<file path="src/rtl/bsg_miniblade_tag_packet_serializer.sv">
// Serializes parallel bsg_tag packet requests onto the tag_clk/tag_data pair
// driving a miniblade pod's tag master, and raises a sticky done flag after the last packet.
module bsg_miniblade_tag_packet_serializer #(
  parameter int  tag_els_p      = 1024,
  parameter int  tag_lg_width_p = 4,
  parameter int  gap_bits_p     = 2,
  localparam int id_w_lp        = $clog2(tag_els_p),
  localparam int pmax_lp        = (1 << tag_lg_width_p) - 1
) (
  input  logic                      clk_i,
  input  logic                      reset_n_i,
  input  logic                      v_i,
  output logic                      ready_o,
  input  logic [id_w_lp-1:0]        nodeid_i,
  input  logic                      data_not_reset_i,
  input  logic [tag_lg_width_p-1:0] len_i,
  input  logic [pmax_lp-1:0]        payload_i,
  input  logic                      last_i,
  output logic                      tag_clk_o,
  output logic                      tag_data_o,
  output logic                      tag_done_o
);

  localparam int hdr_w_lp = 2 + tag_lg_width_p + id_w_lp;
  localparam int sr_w_lp  = hdr_w_lp + pmax_lp;
  localparam int cnt_w_lp = $clog2(sr_w_lp + gap_bits_p + 1);

  typedef enum logic [1:0] {
    IDLE  = 2'd0,
    SHIFT = 2'd1,
    GAP   = 2'd2,
    DONE  = 2'd3
  } state_e;

  state_e               state_q, state_d;
  logic                 tag_clk_q, tag_clk_d;
  logic                 tag_data_q, tag_data_d;
  logic                 last_q, last_d;
  logic [sr_w_lp-1:0]   sr_q, sr_d;
  logic [cnt_w_lp-1:0]  cnt_q, cnt_d;
  logic [pmax_lp-1:0]   payload_masked;
  logic                 accept;
  logic                 tag_fall;
  logic                 busy;

  // Payload bits at or above len_i are forced to zero so they never reach the wire.
  for (genvar gi = 0; gi < pmax_lp; gi++) begin : g_mask
    assign payload_masked[gi] = payload_i[gi] & (len_i > tag_lg_width_p'(gi));
  end

  assign accept   = v_i & (state_q == IDLE);
  assign tag_fall = tag_clk_q;
  assign busy     = (state_q == SHIFT) | (state_q == GAP);

  always_ff @(posedge clk_i or negedge reset_n_i) begin
    if (!reset_n_i) begin
      state_q <= IDLE;
    end else begin
      state_q <= state_d;
    end
  end

  // The counter covers frame plus gap bits; a final packet spends one extra
  // tag period in GAP (counter at zero) so done rises only when the gap ends.
  always_comb begin
    state_d = state_q;
    case (state_q)
      IDLE: begin
        if (accept) state_d = SHIFT;
      end
      SHIFT, GAP: begin
        if (tag_fall) begin
          if (cnt_q == cnt_w_lp'(0)) begin
            state_d = DONE;
          end else if ((cnt_q == cnt_w_lp'(1)) && !last_q) begin
            state_d = IDLE;
          end else if (cnt_q <= cnt_w_lp'(gap_bits_p)) begin
            state_d = GAP;
          end else begin
            state_d = SHIFT;
          end
        end
      end
      DONE: state_d = DONE;
      default: state_d = IDLE;
    endcase
  end

  always_comb begin
    ready_o    = (state_q == IDLE);
    tag_done_o = (state_q == DONE);
    tag_clk_o  = tag_clk_q;
    tag_data_o = tag_data_q;
  end

  always_comb begin
    tag_clk_d  = ~tag_clk_q;
    tag_data_d = tag_data_q;
    last_d     = last_q;
    sr_d       = sr_q;
    cnt_d      = cnt_q;
    if (accept) begin
      sr_d   = {payload_masked, nodeid_i, data_not_reset_i, len_i, 1'b1};
      cnt_d  = cnt_w_lp'(hdr_w_lp + gap_bits_p) + cnt_w_lp'(len_i);
      last_d = last_i;
    end else if (busy && tag_fall) begin
      // Zero-fill on shift so the gap bits come out of the register as 0.
      tag_data_d = sr_q[0];
      sr_d       = sr_q >> 1;
      if (cnt_q != cnt_w_lp'(0)) cnt_d = cnt_q - cnt_w_lp'(1);
    end
  end

  always_ff @(posedge clk_i or negedge reset_n_i) begin
    if (!reset_n_i) begin
      tag_clk_q  <= 1'b0;
      tag_data_q <= 1'b0;
      last_q     <= 1'b0;
      sr_q       <= '0;
      cnt_q      <= '0;
    end else begin
      tag_clk_q  <= tag_clk_d;
      tag_data_q <= tag_data_d;
      last_q     <= last_d;
      sr_q       <= sr_d;
      cnt_q      <= cnt_d;
    end
  end

endmodule
</file>
<file path="config.mk">
export PLATFORM = sky130hd
export DESIGN_NAME = bsg_miniblade_tag_packet_serializer
export DESIGN_NICKNAME = d
export VERILOG_FILES = /design/src/rtl/bsg_miniblade_tag_packet_serializer.sv
export SDC_FILE = /design/constraint.sdc
export NUM_CORES = 1
export LEC_CHECK = 0
export BUFFER_PORTS_ARGS = -buffer_cell sky130_fd_sc_hd__buf_2
export CAP_MARGIN = 30
export CORE_MARGIN = 2
export CORE_UTILIZATION = 55
export CTS_CLUSTER_SIZE = 24
export DETAILED_ROUTE_END_ITERATION = 10
export PLACE_DENSITY_LB_ADDON = 0.1
export SYNTH_ARGS = -nofsm -noshare
export SYNTH_HDL_FRONTEND = slang
export SYNTH_SLANG_ARGS = --single-unit
</file>
<file path="constraint.sdc">
create_clock -name clk_i -period 2.1 [get_ports clk_i]
set_input_delay 0.21 -clock clk_i [delete_from_list [all_inputs] [get_ports clk_i]]
set_output_delay 0.21 -clock clk_i [all_outputs]
set_load 0.01 [all_outputs]
</file>
**Word-level counts from Yosys, hierarchy flattened**

Cells that the tools add are included.

- Bits in registers: 42
- Bits in latches: 0
- RAM bits: 0
- ROM bits: 0
- Bits of input ports: 34
- Output and inout bits: 4
- Word-level logic and storage cells: 72
- Memories kept: 0

- Add/subtract/negate cells: 2
- $mul: 0
- Div/mod/pow operators: 0
- Magnitude comparators: 16
- Eq/ne operators: 6
- Shift-type cells: 0
- Multiplexer cells: 11
- Bitwise gates (word level): 19
- Reductions and logical operators: 12

Operators by type and width:

| operator | number |
|---|---|
| $mux 31 | 2 |
| $gt 4x4->1 const B | 7 |
| $mux 6 | 3 |
| $and 1x1->1 | 16 |
| $gt 4x3->1 const B | 4 |
| $mux 2 | 5 |
| $gt 4x1->1 const B | 2 |
| $gt 4x2->1 const B | 2 |
| $add 5x4->6 const A | 1 |
| $eq 6x1->1 const B | 1 |
| $le 6x2->1 const B | 1 |
| $logic_not 6->1 | 1 |
| $pmux 2 s3 | 1 |
| $reduce_and 2->1 | 3 |
| $reduce_bool 6->1 | 1 |
| $sub 6x1->6 const B | 1 |
| $eq 2x2->1 const B | 2 |
| $reduce_bool 2->1 | 2 |
| $eq 2x1->1 const B | 1 |
| $logic_and 1x1->1 | 2 |
| $logic_not 2->1 | 1 |
| $ne 2x1->1 const B | 1 |
| $ne 2x2->1 const B | 1 |
| $not 1->1 | 2 |
| other kinds (3) | 3 |

**Depth between registers and ports, before layout**

- Word-level depth: 6
- Depth in mapped cells: 7
- Gate-level depth less buffers: 6

**Worst setup path after synthesis**

No wires, ideal clock.

- Kind: register -> register
- Start: register state_q[1]
- End: register cnt_q[4]
- Setup time: 0.066 ns
- Arrival time: 1.590 ns
- Data required time: 2.034 ns
- Setup slack: 0.444 ns
- Stages on the path, launching flop included: 7
- Path buffers: 0
- Period minus slack after synthesis: 1.656 ns
- Cells stage by stage: dfrtp_1 -> inv_1 -> ha_1 -> nand3_1 -> or4b_1 -> a31oi_1 -> a31o_1

- Longest elaborated chain between the ends: 5
- Elaborated cells on any way between the ends: 10
- Classes of those cells: eq/ne: 2; mux: 1; bitwise: 2; reduce/logical: 5

Ends and longest elaborated chain:

| what | line | RTL |
|---|---|---|
| start: declaration | 35 | `state_e state_q, state_d;` |
| start signal: assignment | 59 | `state_q <= state_d;` |
| $eq 2x1->1 or $eq 2x2->1 (tied branches) | 53 | `assign busy = (state_q == SHIFT) \| (state_q == GAP);` |
| $or 1x1->1 | 53 |  |
| $logic_and 1x1->1 | 106 | `end else if (busy && tag_fall) begin` |
| $reduce_bool 2->1 (no source line) | -- |  |
| $reduce_and 2->1 (no source line) | -- |  |
| end signal: assignment | 126 | `cnt_q <= cnt_d;` |
| end: declaration | 40 | `logic [cnt_w_lp-1:0] cnt_q, cnt_d;` |

Parallel ways exist; a longest one is shown, timed or not.
A chain may end at the register's enable or synchronous reset.

**Worst setup path in the final report**

Same ends and word-level chain as after synthesis.

==> flow_summary_export.csv <==
group,metric,value,unit
logic_synthesis,syn_area,2223,µm²
layout,multi_input_area,1072,µm²
logic_synthesis,ys_top_cells_by_area,"dfrtp_1 (47%), nand2_1 (9.3%), a31oi_1 (5.6%)",
power_and_ir_drop,switching_share,0.2382,
cts,holdBufCountCts,1,
floorplan,dieArea,4567,µm²
setup_path,worst_setup_path_end_kind,"register",
setup_path,crit_path_max_incr_delay,510,ps
place,place.gp.congestion,0.7933,
sta,slew_violations,0,
route,drt-total-wl,4.879,mm
logic_synthesis,yosysWarnings,0,
setup_path,crit_required,2340,ps
cts,cts_tree,"done",
place,placed_cell_area,2472,µm²
layout,diodes,0,
sta,setup_violations,0,
sta,period_needed,1788,ps
power_and_ir_drop,power_report.internal_total,1.074,mW
global_routing,grtUsageTotal,0.2339,
cts,post-cts-setup-buffers,0,
floorplan,core_area,3943,µm²
global_routing,overflow,0,
floorplan,rows,23,
setup_path,cp_max_fo,6,
power_and_ir_drop,peakVddDrop,335.0,µV
logic_synthesis,synth_top_cell_by_area,"dfrtp_1",
sta,setup_tns,0,ps
setup_path,crit_slowest_cell,"or4b_1",
setup_path,worst-path-buf-inv,1,
logic_synthesis,synth_top_area_share,0.4727,
cts,clockBufferDepth,2,
layout,syn_to_final_growth,15.70,%
global_routing,grt_pass1_vias,1637,
place,port_buffers,37,
power_and_ir_drop,switching_power,0.3358,mW
floorplan,fp.dieW,67.58,µm
power_and_ir_drop,seqPwrFrac,0.573,
setup_path,worstSetupPathType,"register to register",
layout,utilization,0.6525,
power_and_ir_drop,p_per_area,547.9,nW/µm²
route,drc,0,
setup_path,crit_chain,"inv_1 > ha_1 > nand3_1 > or4b_1 > a31oi_1 > a31o_1",
route,drt_iter0_drc,163,
logic_synthesis,ys_ff_latch,42,
logic_synthesis,synthFlopType,"dfrtp_1",
global_routing,grt_start_max_net_pins,46,
route,antenna_left,0,
sta,period_share,0.8514,
floorplan,start_util,0.5639,
sta,max-slew-margin-rel,0.6509,
setup_path,reg2reg_depth,6,
logic_synthesis,syn_avg_cell_area,8.584,µm²
power_and_ir_drop,leakage,1.224,nW
floorplan,die_y,67.58,µm
global_routing,grt_pass1_wl,7.907,mm
floorplan,io-pin-count,38,
hold_path,hold_end,"last_q",
hold_path,min_from,"last_i",
setup_path,critPathArrivalTime,2030,ps
logic_synthesis,seq_area_frac_synth,0.4727,
setup_path,r2r_start,"state_q[1]",
logic_synthesis,synth_fp_nets,303,
logic_synthesis,synth_edf_count,0,
cts,numCtsBuffers,5,
layout,nNetsFinal,341,
sta,skew,7.539,ps
power_and_ir_drop,combPwrFrac,0.055,
sta,hold_violations,0,
layout,final_layout_size_suffix_gt1_frac,0.1812,
sta,clock.fmax,0.5593,GHz
cts,clock_latency,300,ps
cts,h-tree-depth,2,
logic_synthesis,async_reset_ff_frac,1.000,
route,via_per_inst,5.661,
layout,fin_area,2572,µm²
setup_path,ff2ff_setup_slack,310,ps
cts,clkTransAtPathRegs,80,ps
power_and_ir_drop,p_clk_frac,0.372,
cts,clock-sinks,42,
route,dr.pass1.iters,4,
run_status,status,"finished clean",
sta,rsz0062_at_grt,"false",
layout,area.sequential,1051,µm²
route,num_vias,1970,
logic_synthesis,syn_inst,259,
global_routing,grt_antenna_before_repair,0,
sta,worst_pin_slew,523.7,ps
setup_path,start_kind,"register",
setup_path,worstReg2RegEnd,"cnt_q[4]",
power_and_ir_drop,power.total,1.410,mW
cts,root_buffer,"clkbuf_8",
place,dp_hpwl,3.457,mm
route,wl_per_cell,14.02,µm
cts,cts_repair_resize_count,0,
hold_path,hold_depth,3,
hold_path,hold_path_class,"primary input to register",
layout,num-fill-cells,348,
flow_run,drv_cap,0,
logic_synthesis,synth.distinct_cells,38,
setup_path,crit_family,"simple AND/OR/NAND/NOR gates",
## how the worst max path moves through the flow
stage | to | startpoint | slack [ps] | depth (start not counted)
2_1_floorplan | cnt_q[4] | state_q[1] | 440 | 6
3_3_place_gp | cnt_q[4] | state_q[1] | 360 | 6
3_5_place_dp | cnt_q[4] | state_q[1] | 340 | 6
4_1_cts | cnt_q[4] | state_q[1] | 310 | 6
5_1_grt | cnt_q[4] | state_q[0] | 200 | 6
6_report | cnt_q[4] | state_q[1] | 310 | 6
## worst min-delay path, delay by kind of cell
family        cells  cell delay [ps]
simple gates      2               90
buf+inv           1               80
## through the flow
step | hold WS (ps) | cells | setup slack, ps
detailed placement | 308.9 | 339 | 344.0
global placement | 317.3 | 339 | 358.4
CTS | 121.2 | 348 | 314.8
floorplan | -85.59 | 259 | 444.5
global route | 119.9 | 348 | 199.5
finish | 122.5 | 348 | 312.1
## metal layers
layer,GRT usage,routed length [µm]
met5,0,0
met4,0.06122,50
met3,0.05833,289
met2,0.3297,2222
met1,0.3563,2317
## sequential cells by signal, indices dropped and copies added (netlist names)
| signal | count |
|---|---|
| tag_data_o | 1 |
| state_q | 2 |
| sr_q | 31 |
| last_q | 1 |
| tag_clk_o | 1 |
| cnt_q | 6 |
## kinds of logic after synthesis
logic type                 Yosys count  synth area share
and+or+nand+nor                    107            0.2105
DFF                                 42            0.4727
buffers and inverters               26           0.04502
AOI/OAI and AO/OA                   68            0.1896
muxes                                4           0.01801
xor gates and xnor gates             2          0.007880
adders and majority gates           10           0.05627
## cell usage in the layout (no fill, tap or decap), types with 2 or more instances in the layout
cell,instances
clkbuf_8,5
o21ai_1,2
a31oi_1,20
nand2b_1,4
or3_1,2
nor2b_1,2
a21oi_1,17
dfrtp_1,42
xnor2_1,2
buf_2,37
o21ai_0,11
buf_4,8
nor3_1,3
nand3_1,7
inv_1,11
a22oi_1,2
nand2_1,55
o31ai_1,2
a211oi_1,2
a211o_1,2
nor2_1,26
ha_1,10
o211ai_1,3
mux2i_1,4
## power by group through the flow
stage	combinational, mW	sequential, mW	clock (mW)
6_report	0.0772	0.808	0.524
3_5_place_dp	0.0763	0.824	0
3_3_place_gp	0.0771	0.824	0
2_1_floorplan	0.0181	0.824	0
4_1_cts	0.0784	0.808	0.541
5_1_grt	0.0870	0.808	0.576
## cells in the mapped netlist, types with 2 or more instances
master / n
o21ai_1: 2
a31oi_1: 20
nor3_1: 3
a21oi_1: 17
ha_1: 10
a22oi_1: 2
clkbuf_1: 13
nand2b_1: 4
o211ai_1: 3
nor2_1: 26
nand2_1: 55
buf_2: 2
xnor2_1: 2
o21ai_0: 11
a211o_1: 2
dfrtp_1: 42
or3_1: 2
nor2b_1: 2
a211oi_1: 2
nand3_1: 7
mux2i_1: 4
o31ai_1: 2
inv_1: 11
## final cells by class
type	instances	area share
Clock inverter	3	0.008268
Tap cell	50	0.02432
Sequential cell	42	0.4086
Timing Repair Buffer	46	0.09922
Inverter	11	0.01605
Clock buffer	5	0.02675
Multi-Input combinational cell	191	0.4168
Power figures use the tool's default switching activity.
